<file path="config.mk">
export PLATFORM = sky130hd
export DESIGN_NAME = regfile_wb_scheduler
export DESIGN_NICKNAME = d
export VERILOG_FILES = /design/src/rtl/regfile_wb_scheduler.sv
export SDC_FILE = /design/constraint.sdc
export NUM_CORES = 1
export LEC_CHECK = 0
export ABC_AREA = 1
export CAP_MARGIN = 10
export CORE_AREA = 5 5 129 131
export CTS_BUF_LIST = sky130_fd_sc_hd__clkbuf_8 sky130_fd_sc_hd__clkbuf_16
export CTS_CLUSTER_SIZE = 8
export DETAILED_ROUTE_END_ITERATION = 16
export DIE_AREA = 0 0 134 136
export PLACE_DENSITY = 0.87
export SYNTH_ARGS = -nofsm -noshare
export SYNTH_HDL_FRONTEND = slang
export SYNTH_SLANG_ARGS = --single-unit
</file>
<file path="constraint.sdc">
create_clock -name clk -period 2.1 [get_ports clk]
set_input_delay 0.315 -clock clk [delete_from_list [all_inputs] [get_ports clk]]
set_output_delay 0.315 -clock clk [all_outputs]
set_load 0.02 [all_outputs]
</file>
<file path="src/rtl/regfile_wb_scheduler.sv">
// Writeback scheduler for the 32x32 register file: per-register pending-write scoreboard,
// RAW/saturation issue stall, and round-robin ALU/memory arbitration onto one write port.
module regfile_wb_scheduler #(
  parameter int NREG = 32,
  parameter int AW   = 5,
  parameter int DW   = 32,
  parameter int CW   = 2
) (
  input  logic          clk,
  input  logic          reset,
  input  logic          issue_valid,
  input  logic [AW-1:0] issue_rs1,
  input  logic [AW-1:0] issue_rs2,
  input  logic [AW-1:0] issue_rd,
  input  logic          issue_wr,
  output logic          issue_stall,
  input  logic          alu_valid,
  input  logic [AW-1:0] alu_add,
  input  logic [DW-1:0] alu_data,
  output logic          alu_ready,
  input  logic          mem_valid,
  input  logic [AW-1:0] mem_add,
  input  logic [DW-1:0] mem_data,
  output logic          mem_ready,
  output logic [AW-1:0] write_add,
  output logic [DW-1:0] z5_output,
  output logic          write_enable,
  output logic          sb_error
);

  localparam logic [CW-1:0] CNT_MAX   = '1;
  localparam logic [0:0]    GRANT_ALU = 1'b0;
  localparam logic [0:0]    GRANT_MEM = 1'b1;

  logic [CW-1:0] cnt_arr [NREG];
  logic [0:0]    last_grant_reg;
  logic          write_enable_reg;
  logic [AW-1:0] write_add_reg;
  logic [DW-1:0] z5_output_reg;
  logic          sb_error_reg;
  logic          issue_accept;

  assign issue_stall = issue_valid &
                       ((cnt_arr[issue_rs1] != '0) |
                        (cnt_arr[issue_rs2] != '0) |
                        (issue_wr & (cnt_arr[issue_rd] == CNT_MAX)));

  assign issue_accept = issue_valid & ~issue_stall & issue_wr;

  // On a tie the source that did not win last time is granted.
  assign alu_ready = alu_valid & (~mem_valid | (last_grant_reg == GRANT_MEM));
  assign mem_ready = mem_valid & (~alu_valid | (last_grant_reg == GRANT_ALU));

  generate
    for (genvar gi = 0; gi < NREG; gi++) begin : g_cnt
      logic [CW-1:0] cnt_reg;
      logic          inc;
      logic          dec;

      assign inc = issue_accept & (issue_rd == AW'(gi));
      // Decrement on the same edge the register file commits the write.
      assign dec = write_enable_reg & (write_add_reg == AW'(gi)) & (cnt_reg != '0);

      always_ff @(posedge clk or negedge reset) begin
        if (!reset) begin
          cnt_reg <= '0;
        end else if (inc & ~dec) begin
          cnt_reg <= cnt_reg + 1'b1;
        end else if (dec & ~inc) begin
          cnt_reg <= cnt_reg - 1'b1;
        end
      end

      assign cnt_arr[gi] = cnt_reg;
    end
  endgenerate

  always_ff @(posedge clk or negedge reset) begin
    if (!reset) begin
      write_enable_reg <= 1'b0;
      write_add_reg    <= '0;
      z5_output_reg    <= '0;
      last_grant_reg   <= GRANT_MEM;
      sb_error_reg     <= 1'b0;
    end else begin
      write_enable_reg <= alu_ready | mem_ready;
      if (alu_ready) begin
        write_add_reg  <= alu_add;
        z5_output_reg  <= alu_data;
        last_grant_reg <= GRANT_ALU;
      end else if (mem_ready) begin
        write_add_reg  <= mem_add;
        z5_output_reg  <= mem_data;
        last_grant_reg <= GRANT_MEM;
      end
      if (write_enable_reg && (cnt_arr[write_add_reg] == '0)) begin
        sb_error_reg <= 1'b1;
      end
    end
  end

  assign write_enable = write_enable_reg;
  assign write_add    = write_add_reg;
  assign z5_output    = z5_output_reg;
  assign sb_error     = sb_error_reg;

endmodule

</file>
==> results.ini <==
[critical_path]
ff2ff_path_depth = 16
rrSetupSlack_ns = -0.52
cp_slowest_stage_delay_ns = 0.45
path_cells = buf_4 > o21ai_1 > o211ai_1 > nand3_1 > nand3_1 > nand2_1 > nand2_1 > nand2_2 > nand4_4 > buf_6 > buf_12 > nor2_2 > ha_1 > a21oi_1 > o21ai_1 > xnor2_1
critical-path-top-delay-family = simple AND/OR/NAND/NOR gates
worstPathBufferInverterCount = 3
regToRegStartpoint = g_cnt[23].cnt_reg[1]
path_class = flop to flop
r2r-end = g_cnt[29].cnt_reg[1]
cp_slowest_cell = dfrtp_1
path_max_fanout = 6
endpoint_kind = flop
cp.arrival_ns = 2.87
worstPathRequired_ns = 2.35
start_kind = flop

[sta]
setup_tns_ns = -24.42
finalCriticalPeriod_ns = 2.62
setup_ws_ns = -0.522
clock_skew_ns = 0.00781
slew-limit-headroom_pct = 70.1
rsz0062_at_grt = yes
clock.fmax_mhz = 381
hold_violations = 0
period_share_pct = 125
worst_slew_pin_slew_ns = 0.443
setup_violations = 65
report.final.slew_viol_count = 0

[flow_run]
maxCapViolCount = 0

[floorplan]
die_area_sq_mm = 0.0182
rows = 46
die_x_um = 134
ioPinCount = 137
die_h_um = 136
core_area_sq_mm = 0.0155
start_util_pct = 46.9

[placement]
dp.cells = 1521
port_buffers = 136
dp_hpwl_mm = 19.8
dp_slack_ns = -0.861
gp_congestion = 1.04

[layout]
insertedDiodeCount = 0
fin_cells = 1571
fin_nets = 1501
syn2layout_area_growth_pct = 62.9
post-route-util_pct = 76.4
largest_reg_flops = 64
final_common_cell = nand2_1
layout-drive-gt1-share_pct = 30.2
layout_common_cells = nand2_1 (275), buf_4 (170), clkdlybuf4s50_1 (125)
fillerInstances = 1013

[worst_hold_path]
worst_hold_path_type = input port to async pin

[yosys]
seq_area_frac_synth_pct = 35.9
syn-instance-count = 1043
synth.mux.area_fraction_pct = 0
synth_nets = 1170
synth_seq_cells = 104
synth_xor_area_share_pct = 7.72
synth_compound_area_share_pct = 13.5
ys_warn_count = 0
syn_area_per_cell_sq_um = 6.96
synth-simple-area-share_pct = 30.1
ys_types = 27
synth_adder_area_share_pct = 5.51
syn_area_sq_mm = 0.00726
synth_top_family_by_area = simple AND/OR/NAND/NOR gates

[global_routing]
antenna_found_initial = 1
grt_pass1_wl_mm = 45.1
grt_pass1_vias = 8987
grt_max_degree = 51
grt_usage_pct = 31.4
grt_overflow = 0

[power_and_ir_drop]
vdd_drop_max_v = 0.000525
power_density_mw_per_mm2 = 934
power.leakage_uw = 0.00540
finalPower_uw = 11000

[detailed_routing]
drtIter0Drc = 973
firstDrtPassIters = 7
dr_total_vias = 8954
postRouteAntennaNets = 0
wl_mm = 29.8
routedWlPerCell_um = 19.0
drc = 0
viasPerCell = 5.70

[cts]
cts_root_buf = clkbuf_16
clkLatencyLatePin_ns = 0.36
cts_sinks = 104
clock_path_buffers = 2
cts_buffers = 9
htreeDepth = 3
path_clk_slew_ns = 0.08
cts_tree = built

[status]
violations = setup timing
run_status = finished with violations

==> cells in the mapped netlist <==
| library cell | n | area [sq um] |
|---|---|---|
| clkbuf_1 | 16 | 60.1 |
| nand2_1 | 294 | 1100 |
| buf_1 | 4 | 15.0 |
| buf_6 | 6 | 67.6 |
| xnor2_1 | 51 | 447 |
| nand3_1 | 80 | 400 |
| o31ai_1 | 1 | 7.51 |
| buf_2 | 15 | 75.1 |
| dfstp_2 | 1 | 26.3 |
| nor2_2 | 30 | 188 |
| o211ai_1 | 5 | 37.5 |
| o41ai_1 | 2 | 17.5 |
| o21ai_0 | 94 | 470 |
| inv_1 | 76 | 285 |
| ha_1 | 32 | 400 |
| o21ai_1 | 7 | 35.0 |
| inv_2 | 4 | 15.0 |
| dfrtp_1 | 103 | 2580 |
| clkinv_1 | 3 | 11.3 |
| nor2_1 | 121 | 454 |
| nand3_2 | 1 | 10.0 |
| and2_1 | 1 | 6.26 |
| a21oi_1 | 78 | 390 |
| o22ai_1 | 3 | 18.8 |
| nand4_4 | 1 | 21.3 |
| a31oi_1 | 1 | 6.26 |
| xor2_1 | 13 | 114 |
==> routing by layer <==
| layer | GRT usage [%] | vias to the layer above | share of wire, % |
|---|---|---|---|
| met5 | 0 | - | 0.027 |
| met4 | 17.0 | 2 | 6.3 |
| met3 | 7.96 | 192 | 12 |
| met2 | 53.6 | 619 | 47 |
| met1 | 36.2 | 4120 | 35 |
| li1 | - | 4021 | - |
==> per-stage QoR <==
stage,area (sq um),hold WS (ns)
2_1_floorplan,7310,0.0194
3_3_place_gp,10200,0.254
3_5_place_dp,10200,0.259
4_1_cts,11300,0.426
5_1_grt,11800,0.456
6_report,11800,0.416
==> where the power goes <==
group	switching [uW]	leakage, uW	total (uW)	internal [uW]
Combinational	3090	0.00406	6020	2920
Clock	893	0.000146	1740	843
Sequential	618	0.00120	3300	2680
==> what timing repair did <==
| item | CTS | global route |
|---|---|---|
| setup buffers | 11 | 21 |
| pin swaps | 45 | 68 |
| gates resized for setup | 143 | 100 |
| endpoints found under the hold margin | 23 | 0 |
| endpoints found under the setup margin | 65 | 67 |
| cloned | 4 | 0 |
| hold buffers | 1 | 0 |
==> worst max-delay path by stage <==
stage,from,to,cells past startpoint
final,g_cnt[23].cnt_reg[1],g_cnt[29].cnt_reg[1],16
after CTS,g_cnt[14].cnt_reg[0],g_cnt[29].cnt_reg[1],18
after global placement,issue_rs1[1],issue_stall,15
after global routing,g_cnt[10].cnt_reg[0],g_cnt[29].cnt_reg[1],18
after floorplan,issue_rd[0],g_cnt[0].cnt_reg[1],18
after detailed placement,issue_rs1[1],g_cnt[0].cnt_reg[1],17
==> final cells by class <==
cell class / instances / area, sq um / area share (%)
timing repair inverter: 1 / 3.75 / 0.0317
tap: 192 / 240 / 2.03
clock buffer: 9 / 225 / 1.90
clock inverter: 7 / 71.3 / 0.603
multi-input combinational: 815 / 5040 / 42.6
sequential: 104 / 2600 / 22.0
timing repair buffer: 360 / 3320 / 28.1
inverter: 83 / 318 / 2.69
==> cells by family after synthesis <==
| kind of cell | count (synthesis) |
|---|---|
| fa+ha+maj | 32 |
| xor+xnor | 64 |
| flops | 104 |
| buf+inv | 124 |
| simple gates | 528 |
| compound gates | 191 |
Power figures use the tool's default switching activity.
